$ cat src/rtl/quad_angle_decoder_pkg.sv
// Shared constants, types and Gray-code helpers for the quadrature angle decoder.
// Angle is kept in whole degrees; quadrature states follow the 00->10->11->01 CW order.
package quad_angle_decoder_pkg;

  localparam int DEG_PER_REV = 360;
  localparam int ANGLE_W     = 9;

  localparam logic DIR_CW  = 1'b1;
  localparam logic DIR_CCW = 1'b0;

  localparam logic [1:0] GRAY_S0 = 2'b00;
  localparam logic [1:0] GRAY_S1 = 2'b10;
  localparam logic [1:0] GRAY_S2 = 2'b11;
  localparam logic [1:0] GRAY_S3 = 2'b01;

  typedef enum logic [1:0] {
    STEP_NONE,
    STEP_CW,
    STEP_CCW,
    STEP_ILLEGAL
  } step_e;

  function automatic logic [1:0] gray_next_cw(input logic [1:0] s);
    case (s)
      GRAY_S0: return GRAY_S1;
      GRAY_S1: return GRAY_S2;
      GRAY_S2: return GRAY_S3;
      default: return GRAY_S0;
    endcase
  endfunction

  // Both bits flipping at once cannot be attributed to a direction.
  function automatic step_e decode_step(input logic [1:0] prev, input logic [1:0] cur);
    if (cur == prev)                    return STEP_NONE;
    else if (cur == ~prev)              return STEP_ILLEGAL;
    else if (cur == gray_next_cw(prev)) return STEP_CW;
    else                                return STEP_CCW;
  endfunction

endpackage

$ cat src/rtl/quad_angle_decoder_if.sv
// Signal bundle between the encoder pins / display path and the angle decoder.
interface quad_angle_decoder_if;
  import quad_angle_decoder_pkg::*;

  // step_valid is a one-cycle strobe with no backpressure: angle and dir are
  // valid in that cycle and hold their value until the next strobe or index.
  logic               enc_a;
  logic               enc_b;
  logic               enc_z;
  logic               err_clr;
  logic [ANGLE_W-1:0] angle;
  logic               dir;
  logic               step_valid;
  logic               err_flag;

  modport master (
    output enc_a, enc_b, enc_z, err_clr,
    input  angle, dir, step_valid, err_flag
  );

  modport slave (
    input  enc_a, enc_b, enc_z, err_clr,
    output angle, dir, step_valid, err_flag
  );

endinterface

$ cat src/rtl/quad_angle_decoder_input_filter.sv
// Two-flop synchroniser plus stability filter: a new level is accepted only after
// it has differed from the filtered output for FILT_LEN consecutive cycles.
module quad_input_filter #(
    parameter int FILT_LEN = 16
) (
    input  logic clk,
    input  logic rst_n,
    input  logic raw_i,
    output logic filt_o
);

    localparam logic [7:0] CNT_LAST = 8'(FILT_LEN - 1);

    logic       sync1_q, sync1_d;
    logic       sync2_q, sync2_d;
    logic       filt_q,  filt_d;
    logic [7:0] cnt_q,   cnt_d;

    always_ff @(posedge clk or negedge rst_n) begin
        if (!rst_n) begin
            sync1_q <= 1'b0;
            sync2_q <= 1'b0;
            filt_q  <= 1'b0;
            cnt_q   <= '0;
        end else begin
            sync1_q <= sync1_d;
            sync2_q <= sync2_d;
            filt_q  <= filt_d;
            cnt_q   <= cnt_d;
        end
    end

    always_comb begin
        sync1_d = raw_i;
        sync2_d = sync1_q;
        filt_d  = filt_q;
        cnt_d   = '0;
        if (sync2_q != filt_q) begin
            if (cnt_q == CNT_LAST) begin
                filt_d = sync2_q;
            end else begin
                cnt_d = cnt_q + 8'd1;
            end
        end
    end

    assign filt_o = filt_q;

endmodule

$ cat src/rtl/quad_angle_decoder.sv
// Quadrature encoder front end: filtered A/B/Z, 4x decode, and a degree angle
// derived from a residual accumulator so no divider is needed.
module quad_angle_decoder
    import quad_angle_decoder_pkg::*;
#(
    parameter int CPR      = 1440,
    parameter int FILT_LEN = 16,
    parameter int INDEX_EN = 1
) (
    input logic                 clk,
    input logic                 rst_n,
    quad_angle_decoder_if.slave enc
);

    localparam int RW = $clog2(CPR + DEG_PER_REV);
    localparam logic [ANGLE_W-1:0] ANGLE_MAX = ANGLE_W'(DEG_PER_REV - 1);

    logic a_f, b_f, z_f;

    quad_input_filter #(.FILT_LEN(FILT_LEN)) u_filt_a (.clk(clk), .rst_n(rst_n), .raw_i(enc.enc_a), .filt_o(a_f));
    quad_input_filter #(.FILT_LEN(FILT_LEN)) u_filt_b (.clk(clk), .rst_n(rst_n), .raw_i(enc.enc_b), .filt_o(b_f));
    quad_input_filter #(.FILT_LEN(FILT_LEN)) u_filt_z (.clk(clk), .rst_n(rst_n), .raw_i(enc.enc_z), .filt_o(z_f));

    logic [1:0]         ab_prev_q,    ab_prev_d;
    logic               z_prev_q,     z_prev_d;
    logic [RW-1:0]      residual_q,   residual_d;
    logic [ANGLE_W-1:0] angle_q,      angle_d;
    logic               dir_q,        dir_d;
    logic               step_valid_q, step_valid_d;
    logic               err_flag_q,   err_flag_d;

    step_e              step;
    logic               z_rise;
    logic [RW-1:0]      r_cw;
    logic signed [RW:0] r_ccw;

    always_ff @(posedge clk or negedge rst_n) begin
        if (!rst_n) begin
            ab_prev_q    <= GRAY_S0;
            z_prev_q     <= 1'b0;
            residual_q   <= '0;
            angle_q      <= '0;
            dir_q        <= DIR_CCW;
            step_valid_q <= 1'b0;
            err_flag_q   <= 1'b0;
        end else begin
            ab_prev_q    <= ab_prev_d;
            z_prev_q     <= z_prev_d;
            residual_q   <= residual_d;
            angle_q      <= angle_d;
            dir_q        <= dir_d;
            step_valid_q <= step_valid_d;
            err_flag_q   <= err_flag_d;
        end
    end

    always_comb begin
        ab_prev_d    = {a_f, b_f};
        z_prev_d     = z_f;
        step         = decode_step(ab_prev_q, {a_f, b_f});
        z_rise       = (INDEX_EN != 0) && z_f && !z_prev_q;
        r_cw         = residual_q + RW'(DEG_PER_REV);
        r_ccw        = $signed({1'b0, residual_q}) - $signed((RW + 1)'(DEG_PER_REV));
        residual_d   = residual_q;
        angle_d      = angle_q;
        dir_d        = dir_q;
        step_valid_d = 1'b0;

        if (step == STEP_ILLEGAL) begin
            err_flag_d = 1'b1;
        end else if (enc.err_clr) begin
            err_flag_d = 1'b0;
        end else begin
            err_flag_d = err_flag_q;
        end

        // Index has priority: a coincident step is dropped entirely.
        if (z_rise) begin
            residual_d = '0;
            angle_d    = '0;
        end else if (step == STEP_CW) begin
            step_valid_d = 1'b1;
            dir_d        = DIR_CW;
            if (r_cw >= RW'(CPR)) begin
                residual_d = r_cw - RW'(CPR);
                angle_d    = (angle_q == ANGLE_MAX) ? '0 : angle_q + 1'b1;
            end else begin
                residual_d = r_cw;
            end
        end else if (step == STEP_CCW) begin
            step_valid_d = 1'b1;
            dir_d        = DIR_CCW;
            // Sign bit set means the residual borrowed a full degree.
            if (r_ccw[RW]) begin
                residual_d = r_ccw[RW-1:0] + RW'(CPR);
                angle_d    = (angle_q == '0) ? ANGLE_MAX : angle_q - 1'b1;
            end else begin
                residual_d = r_ccw[RW-1:0];
            end
        end
    end

    assign enc.angle      = angle_q;
    assign enc.dir        = dir_q;
    assign enc.step_valid = step_valid_q;
    assign enc.err_flag   = err_flag_q;

endmodule

$ cat src/flat_wrapper.sv
// flat-port wrapper written by rule: the top's interface ports become plain ports
module quad_angle_decoder_flat import quad_angle_decoder_pkg::*;
#(
    parameter int CPR      = 1440,
    parameter int FILT_LEN = 16,
    parameter int INDEX_EN = 1
)
  (clk, rst_n, enc_enc_a, enc_enc_b, enc_enc_z, enc_err_clr, enc_angle, enc_dir, enc_step_valid, enc_err_flag);
  quad_angle_decoder_if enc_i ();
  input logic clk;
  input logic rst_n;
  input wire logic [$bits(enc_i.enc_a)-1:0] enc_enc_a;
  input wire logic [$bits(enc_i.enc_b)-1:0] enc_enc_b;
  input wire logic [$bits(enc_i.enc_z)-1:0] enc_enc_z;
  input wire logic [$bits(enc_i.err_clr)-1:0] enc_err_clr;
  output wire logic [$bits(enc_i.angle)-1:0] enc_angle;
  output wire logic [$bits(enc_i.dir)-1:0] enc_dir;
  output wire logic [$bits(enc_i.step_valid)-1:0] enc_step_valid;
  output wire logic [$bits(enc_i.err_flag)-1:0] enc_err_flag;
  assign enc_i.enc_a = enc_enc_a;
  assign enc_i.enc_b = enc_enc_b;
  assign enc_i.enc_z = enc_enc_z;
  assign enc_i.err_clr = enc_err_clr;
  assign enc_angle = enc_i.angle;
  assign enc_dir = enc_i.dir;
  assign enc_step_valid = enc_i.step_valid;
  assign enc_err_flag = enc_i.err_flag;
  quad_angle_decoder #(.CPR(CPR), .FILT_LEN(FILT_LEN), .INDEX_EN(INDEX_EN)) u_core (.clk(clk), .rst_n(rst_n), .enc(enc_i));
endmodule
$ cat config.mk
export PLATFORM = sky130hd
export DESIGN_NAME = quad_angle_decoder_flat
export DESIGN_NICKNAME = d
export VERILOG_FILES = /design/src/rtl/quad_angle_decoder_pkg.sv /design/src/rtl/quad_angle_decoder_if.sv /design/src/rtl/quad_angle_decoder_input_filter.sv /design/src/rtl/quad_angle_decoder.sv /design/src/flat_wrapper.sv
export SDC_FILE = /design/constraint.sdc
export NUM_CORES = 1
export LEC_CHECK = 0
export BUFFER_PORTS_ARGS = -buffer_cell sky130_fd_sc_hd__buf_2
export CAP_MARGIN = 40
export CELL_PAD_IN_SITES_DETAIL_PLACEMENT = 1
export CELL_PAD_IN_SITES_GLOBAL_PLACEMENT = 2
export CORE_MARGIN = 10
export CORE_UTILIZATION = 38
export DETAILED_ROUTE_END_ITERATION = 12
export GPL_ROUTABILITY_DRIVEN = 0
export PLACE_DENSITY_LB_ADDON = 0.12
export SKIP_CTS_REPAIR_TIMING = 1
export SLEW_MARGIN = 15
export SYNTH_ARGS = -nofsm -noshare
export SYNTH_HDL_FRONTEND = slang
export SYNTH_SLANG_ARGS = --single-unit
export TNS_END_PERCENT = 1
$ cat constraint.sdc
create_clock -name clk -period 3.3 [get_ports clk]
set_input_delay 0.33 -clock clk [delete_from_list [all_inputs] [get_ports clk]]
set_output_delay 0.33 -clock clk [all_outputs]
set_load 0.01 [all_outputs]
==> run metrics, run 1 <==
Die Width 116 µm; CP Max Fanout 6; wire length of the first global-routing pass 15200 µm; share of layout cells above drive strength 1 12.2%; Port Buf Inserts 17; Peak supply drop 0.230 mV; Layout area overhead 8.71%; cell count after synthesis 391; final net count 421; Clk Latency, worst-skew pair 0.31 ns; register area share after synthesis 40.3%; FF+latch count, synth 56; Ports 18; FMAX 363 MHz; Max Cap Viol 0; cell row count 34; commonest cells after routing, fill and taps aside dfrtp_1, nor2_1, nand2_1; Max Root-Sink Buffers 2; Least-Margin Pin Slew 0.676 ns; Die ar. 0.0134 mm²; non-filler instance count after layout 511; number of antenna repair diodes 0; Final ANT Viol Nets 0; clk root buf clkbuf_8; WL final 8850 µm; WL per Instance 17.3 µm; Synth Cell Area 0.00348 mm²; P_leak 1.69 nW; critical setup path kind flop to flop; Critical Path RT 3.53 ns; TritonCTS clock tree done; Starting Density 39.5%; core area 0.00881 mm²; Critical Path AT 2.98 ns; Clock H-tree levels 2; Synth cell types 57; Hold Crit Class primary input to asynchronous set/reset pin; setup TNS 0 ns; clock sinks 56; number of synthesized flops with an enable pin 0; DRC Markers 0; largest net degree at the start of global routing 30; aggregate global routing overflow 0; initial antenna violation count 0; crit path launch type flop; max_slew headroom 54.9%; Final Hold Viols 0; top_reg_cell synth dfrtp_1; DP Cell Count 503; RSZ-0062 raised after global routing false; Via-to-Cell Ratio 5.65; vias in the first global route 3007; commonest non-fill, non-tap cell in the layout dfrtp_1; yosys warns 0; Total GRT Usage 13.9%; clock slew at reported path FFs 0.11 ns; Setup crit end kind flop; Setup Skew 0.0117 ns; post-synth net total 410; average size of a mapped cell 8.89 µm²; Util after Layout 42.9%; post-DP HPWL 6480 µm; DR vias 2889; Final period util 83.4%; Post-synth ARST share 100%; DR iter-0 viols 147; CTS Buf Count 5; Finish-stage setup viols 0; pins over their slew limit 0; DR pass1 iterations 4; status complete, no violations; fin crit period 2.75 ns; Power Dens Cells 417 mW/mm²; Die Y 116 µm
-- registers in the layout, indices dropped and copies added (netlist names), 2 cells and up --
register,count
u_core.u_filt_z.cnt_q,8
u_core.u_filt_b.cnt_q,8
u_core.ab_prev_q,2
u_core.u_filt_a.cnt_q,8
u_core.residual_q,8
u_core.enc.angle,9
-- critical path, stage by stage (launching register included) --
cell and delay, ns:
dfrtp_1 0.40, ha_1 0.28, xnor2_1 0.29, inv_1 0.08, ha_1 0.22, a211oi_1 0.29
nand3_1 0.18, or4_1 0.44, a311o_1 0.36, a21oi_1 0.15
-- per-stage QoR --
stage	power, mW	hold WS (ns)	cell area (µm²)	worst slack (ns)
5_1_grt	1.69	0.0786	3780	0.265
3_3_place_gp	1.20	0.337	3690	0.655
2_1_floorplan	1.08	0.0344	3480	0.615
4_1_cts	1.60	0.0579	3780	0.536
3_5_place_dp	1.21	0.336	3690	0.559
6_report	1.58	0.0480	3780	0.548
-- final cells by class --
cell class,instances,area [µm²]
Multi-Input combinational cell,300,1940
Inverter,11,41.3
Clock buffer,5,68.8
Timing Repair Buffer,28,168
Clock inverter,3,21.3
Fill cell,1025,5030
Sequential cell,56,1400
Tap cell,108,135
-- report_power, final --
group | total (mW) | switching, mW | internal, mW
sequential | 0.756 | 0.0407 | 0.716
combinational | 0.434 | 0.251 | 0.183
clock | 0.385 | 0.234 | 0.151
-- cells in the mapped netlist (2+ instances only) --
master    instances  share of area, %
o21ai_0          24               3.5
a211oi_1          4              0.86
xnor2_1          21               5.3
nor3_1            8               1.2
nor3b_1           4              0.86
o311ai_0          3              0.76
ha_1             13               4.7
a41oi_1           2              0.50
mux2i_1           4               1.2
o21a_1            4              0.86
inv_1            10               1.1
a31oi_1           3              0.54
o31a_1            2              0.50
or4_1             3              0.65
o22ai_1           3              0.54
or2_2             2              0.36
nand3b_1          2              0.43
nor4_1            8               1.4
o31ai_1           2              0.43
a21oi_1          18               2.6
mux2_2            6               1.9
buf_1             3              0.32
nand3_1          19               2.7
nor2_1           39               4.2
o41ai_1           3              0.76
dfrtp_1          56                40
o211ai_1          3              0.65
nand2b_1          3              0.54
nand2_1          34               3.7
nand4b_1          2              0.50
and2_1            5              0.90
or3_1             4              0.72
a21o_1            3              0.65
clkbuf_1         21               2.3
and3_1           10               1.8
xor2_1           17               4.3
a31o_2            2              0.50
a21bo_2           2              0.58
-- final timing paths --
path | from | end | slack (ns) | cells past startpoint
max | u_core.residual_q[3]$_DFFE_PN0P_ | u_core.residual_q[9]$_DFFE_PN0P_ | 0.55 | 9
min | rst_n | u_core.u_filt_a.cnt_q[6]$_DFF_PN0_ | 0.05 | 1
max reg2reg | u_core.residual_q[3]$_DFFE_PN0P_ | u_core.residual_q[9]$_DFFE_PN0P_ | 0.55 | 9
min reg2reg | u_core.u_filt_b.sync1_q$_DFF_PN0_ | u_core.u_filt_b.sync2_q$_DFF_PN0_ | 0.37 | 0
max in group asynchronous | rst_n | u_core.u_filt_z.cnt_q[2]$_DFF_PN0_ | 2.42 | 2
min in group clk | enc_enc_b | u_core.u_filt_b.sync1_q$_DFF_PN0_ | 0.12 | 1
-- logic make-up (layout without fill, tap and decap cells) --
group                      after synthesis  after routing  synth area share, %
AOI/OAI and AO/OA                       90             90                 17.2
xor gates and xnor gates                38             38                 9.57
adders and majority gates               13             13                 4.68
buffers and inverters                   35             47                 3.78
DFF                                     56             56                 40.3
muxes                                   10             10                 3.09
and+or+nand+nor                        149            149                 21.3
-- layer usage --
layer / global-route usage [%] / part of all wire (%) / vias up
met5: 0 / 0 / -
met4: 2.75 / 0.55 / 0
met3: 2.07 / 2.3 / 4
met2: 23.5 / 48 / 28
met1: 18.4 / 49 / 1443
li1: - / - / 1414
Power figures use the tool's default switching activity.
==> run 2, diff against run 1 <==
--- a/config.mk
+++ b/config.mk
@@ -10,7 +10,7 @@
 export CELL_PAD_IN_SITES_DETAIL_PLACEMENT = 1
 export CELL_PAD_IN_SITES_GLOBAL_PLACEMENT = 2
 export CORE_MARGIN = 10
-export CORE_UTILIZATION = 38
+export CORE_UTILIZATION = 35
 export DETAILED_ROUTE_END_ITERATION = 12
 export GPL_ROUTABILITY_DRIVEN = 0
 export PLACE_DENSITY_LB_ADDON = 0.12
==> constraint.sdc (replaced) <==
create_clock -name clk -period 2.4 [get_ports clk]
set_input_delay 0.24 -clock clk [delete_from_list [all_inputs] [get_ports clk]]
set_output_delay 0.24 -clock clk [all_outputs]
set_load 0.01 [all_outputs]
==> run metrics, run 2 (synthesis results as in run 1) <==
WL per Instance 16.8 µm (-3.1%); CP Max Fanout 4 (-2); reg2reg end u_core.residual_q[9]$_DFFE_PN0P_; Clock H-tree levels 2 (unchanged); Worst Hold Endpoint u_core.u_filt_z.sync1_q$_DFF_PN0_; RSZ-0062 raised after global routing true; clock sinks 56 (unchanged); Max Root-Sink Buffers 2 (unchanged); FMAX 408 MHz (+12%); DR iter-0 viols 158 (+7.5%); CP top delay family compound AO/OA/AOI/OAI gates; initial antenna violation count 0 (unchanged); non-filler instance count after layout 584 (+14%); DR pass1 iterations 4 (unchanged); Die ar. 0.0143 mm² (+7.1%); Util after Layout 44.9% (+1.9 points); R2R depth 9 (unchanged); final worst-path setup slack -0.0535 ns (-0.602 ns); Hold WS 0.0268 ns (-0.0212 ns); Worst Path Buf+Inv 0 (-1); R2R Setup Slk -0.05 ns (-0.60 ns); critical setup path kind flop to flop; Finish-stage setup viols 6 (+6); Final Hold Viols 0 (unchanged); peak per-stage delay on the critical path 0.53 ns (+0.09 ns); Critical Path RT 2.65 ns (-0.88 ns); core area 0.00973 mm² (+10%); DP Cell Count 573 (+14%); Hold Crit Start enc_enc_z; RR Startpoint u_core.residual_q[4]$_DFFE_PN0P_; fin crit period 2.45 ns (-0.298 ns); Via-to-Cell Ratio 5.31 (-6.1%); final net count 469 (+11%); max reg flops 9 (unchanged); Hold Crit Class primary input to flop; commonest non-fill, non-tap cell in the layout buf_4; DR vias 3100 (+7.3%); clock slew at reported path FFs 0.10 ns (about the same); Peak supply drop 0.278 mV (+21%); P_leak 1.95 nW (+15%); DRC Markers 0 (unchanged); cell row count 36 (+5.9%); Power Dens Cells 570 mW/mm² (+37%); largest net degree at the start of global routing 41 (+37%); CP max stage cell or4_1; clk root buf clkbuf_8; failing checks negative setup slack; Port Buf Inserts 17 (unchanged); wire length of the first global-routing pass 16500 µm (+8.1%); Ports 18 (unchanged); Final period util 102% (+19 points); Die Y 120 µm (+3.5%); status finished with violations; Layout area overhead 25.5%; Die Width 120 µm (+3.5%); max_slew headroom 64.7% (+9.8 points); crit path launch type flop; DP Worst Slack -0.119 ns (-0.679 ns); Setup crit end kind flop; Clk Latency, worst-skew pair 0.31 ns (about the same); CTS Buf Count 5 (unchanged); Max Cap Viol 0 (unchanged); Least-Margin Pin Slew 0.525 ns (-0.151 ns); TritonCTS clock tree done; aggregate global routing overflow 0 (unchanged); Final ANT Viol Nets 0 (unchanged); WL final 9800 µm (+11%); number of antenna repair diodes 0 (unchanged); Starting Density 35.7% (-3.7 points); share of layout cells above drive strength 1 27.3% (+15 points); commonest cells after routing, fill and taps aside buf_4, dfrtp_1, nor2_1; Setup Skew 0.00382 ns (-0.00784 ns); Critical Path AT 2.70 ns (-0.28 ns); CP Cell Sequence a21oi_4 > xnor2_4 > ha_2 > nand2_2 > a211oi_4 > nand3_2 > or4_1 > a311o_1 > a21oi_2; hold path depth 1; pins over their slew limit 0 (unchanged); post-DP HPWL 7460 µm (+15%); fill count 1157 (+13%); Total GRT Usage 13.8% (-0.073 points); vias in the first global route 3289 (+9.4%)
[run 2: cell count changes in the layout (fill, tap and decap cells not counted), sizes merged]
| cell | change |
|---|---|
| buf | +47 |
| clkbuf | +1 |
| dlygate4sd3 | +1 |
| inv | -1 |
[run 2: cell type report]
cell class                      instances  area, µm²  share of cell area, %
Multi-Input combinational cell        300       2120                   48.5
Sequential cell                        56       1410                   32.2
Timing Repair Buffer                   76        547                   12.5
Tap cell                              133        166                   3.81
Clock buffer                            6       72.6                   1.66
Inverter                               11       41.3                  0.946
Clock inverter                          2       16.3                  0.373
[run 2: stage by stage]
step / area [µm²] / TNS [ns] / total power, mW
global route: 4360 / -1.24 / 2.65
finish: 4360 / -0.188 / 2.49
floorplan: 3570 / -0.163 / 1.54
detailed placement: 4140 / -0.528 / 1.87
global placement: 4140 / -0.178 / 1.85
CTS: 4230 / -0.875 / 2.42
[run 2: worst reg2reg max path, stage by stage, from the launching register on]
cell and delay, ns:
dfrtp_2 0.47, a21oi_4 0.22, xnor2_4 0.16, ha_2 0.22, nand2_2 0.07, a211oi_4 0.23, nand3_2 0.09, or4_1 0.53
a311o_1 0.29, a21oi_2 0.11
[run 2: worst max-delay path by stage]
stage,from,endpoint,slack (ns),cells past startpoint
after floorplan,u_core.residual_q[4]$_DFFE_PN0P_,u_core.residual_q[9]$_DFFE_PN0P_,-0.06,7
after global placement,u_core.residual_q[4]$_DFFE_PN0P_,u_core.residual_q[9]$_DFFE_PN0P_,-0.06,7
after detailed placement,u_core.residual_q[4]$_DFFE_PN0P_,u_core.enc.angle[5]$_DFFE_PN0P_,-0.12,9
after CTS,u_core.residual_q[5]$_DFFE_PN0P_,u_core.enc.angle[5]$_DFFE_PN0P_,-0.15,9
after global routing,u_core.residual_q[3]$_DFFE_PN0P_,u_core.enc.angle[1]$_DFFE_PN0P_,-0.16,10
final,u_core.residual_q[4]$_DFFE_PN0P_,u_core.residual_q[9]$_DFFE_PN0P_,-0.05,9
[run 2: layer usage]
layer	wire length (µm)	track usage, %	up-vias
li1	-	-	1512
met1	4480	17.3	1545
met2	4950	24.0	36
met3	292	2.72	7
met4	71	2.56	0
met5	0	0	-
[run 2: report_power, final]
part | internal, mW | switching, mW | total [mW]
Sequential | 0.987 | 0.0586 | 1.05
Clock | 0.209 | 0.319 | 0.528
Combinational | 0.462 | 0.454 | 0.916
Total | 1.66 | 0.831 | 2.49
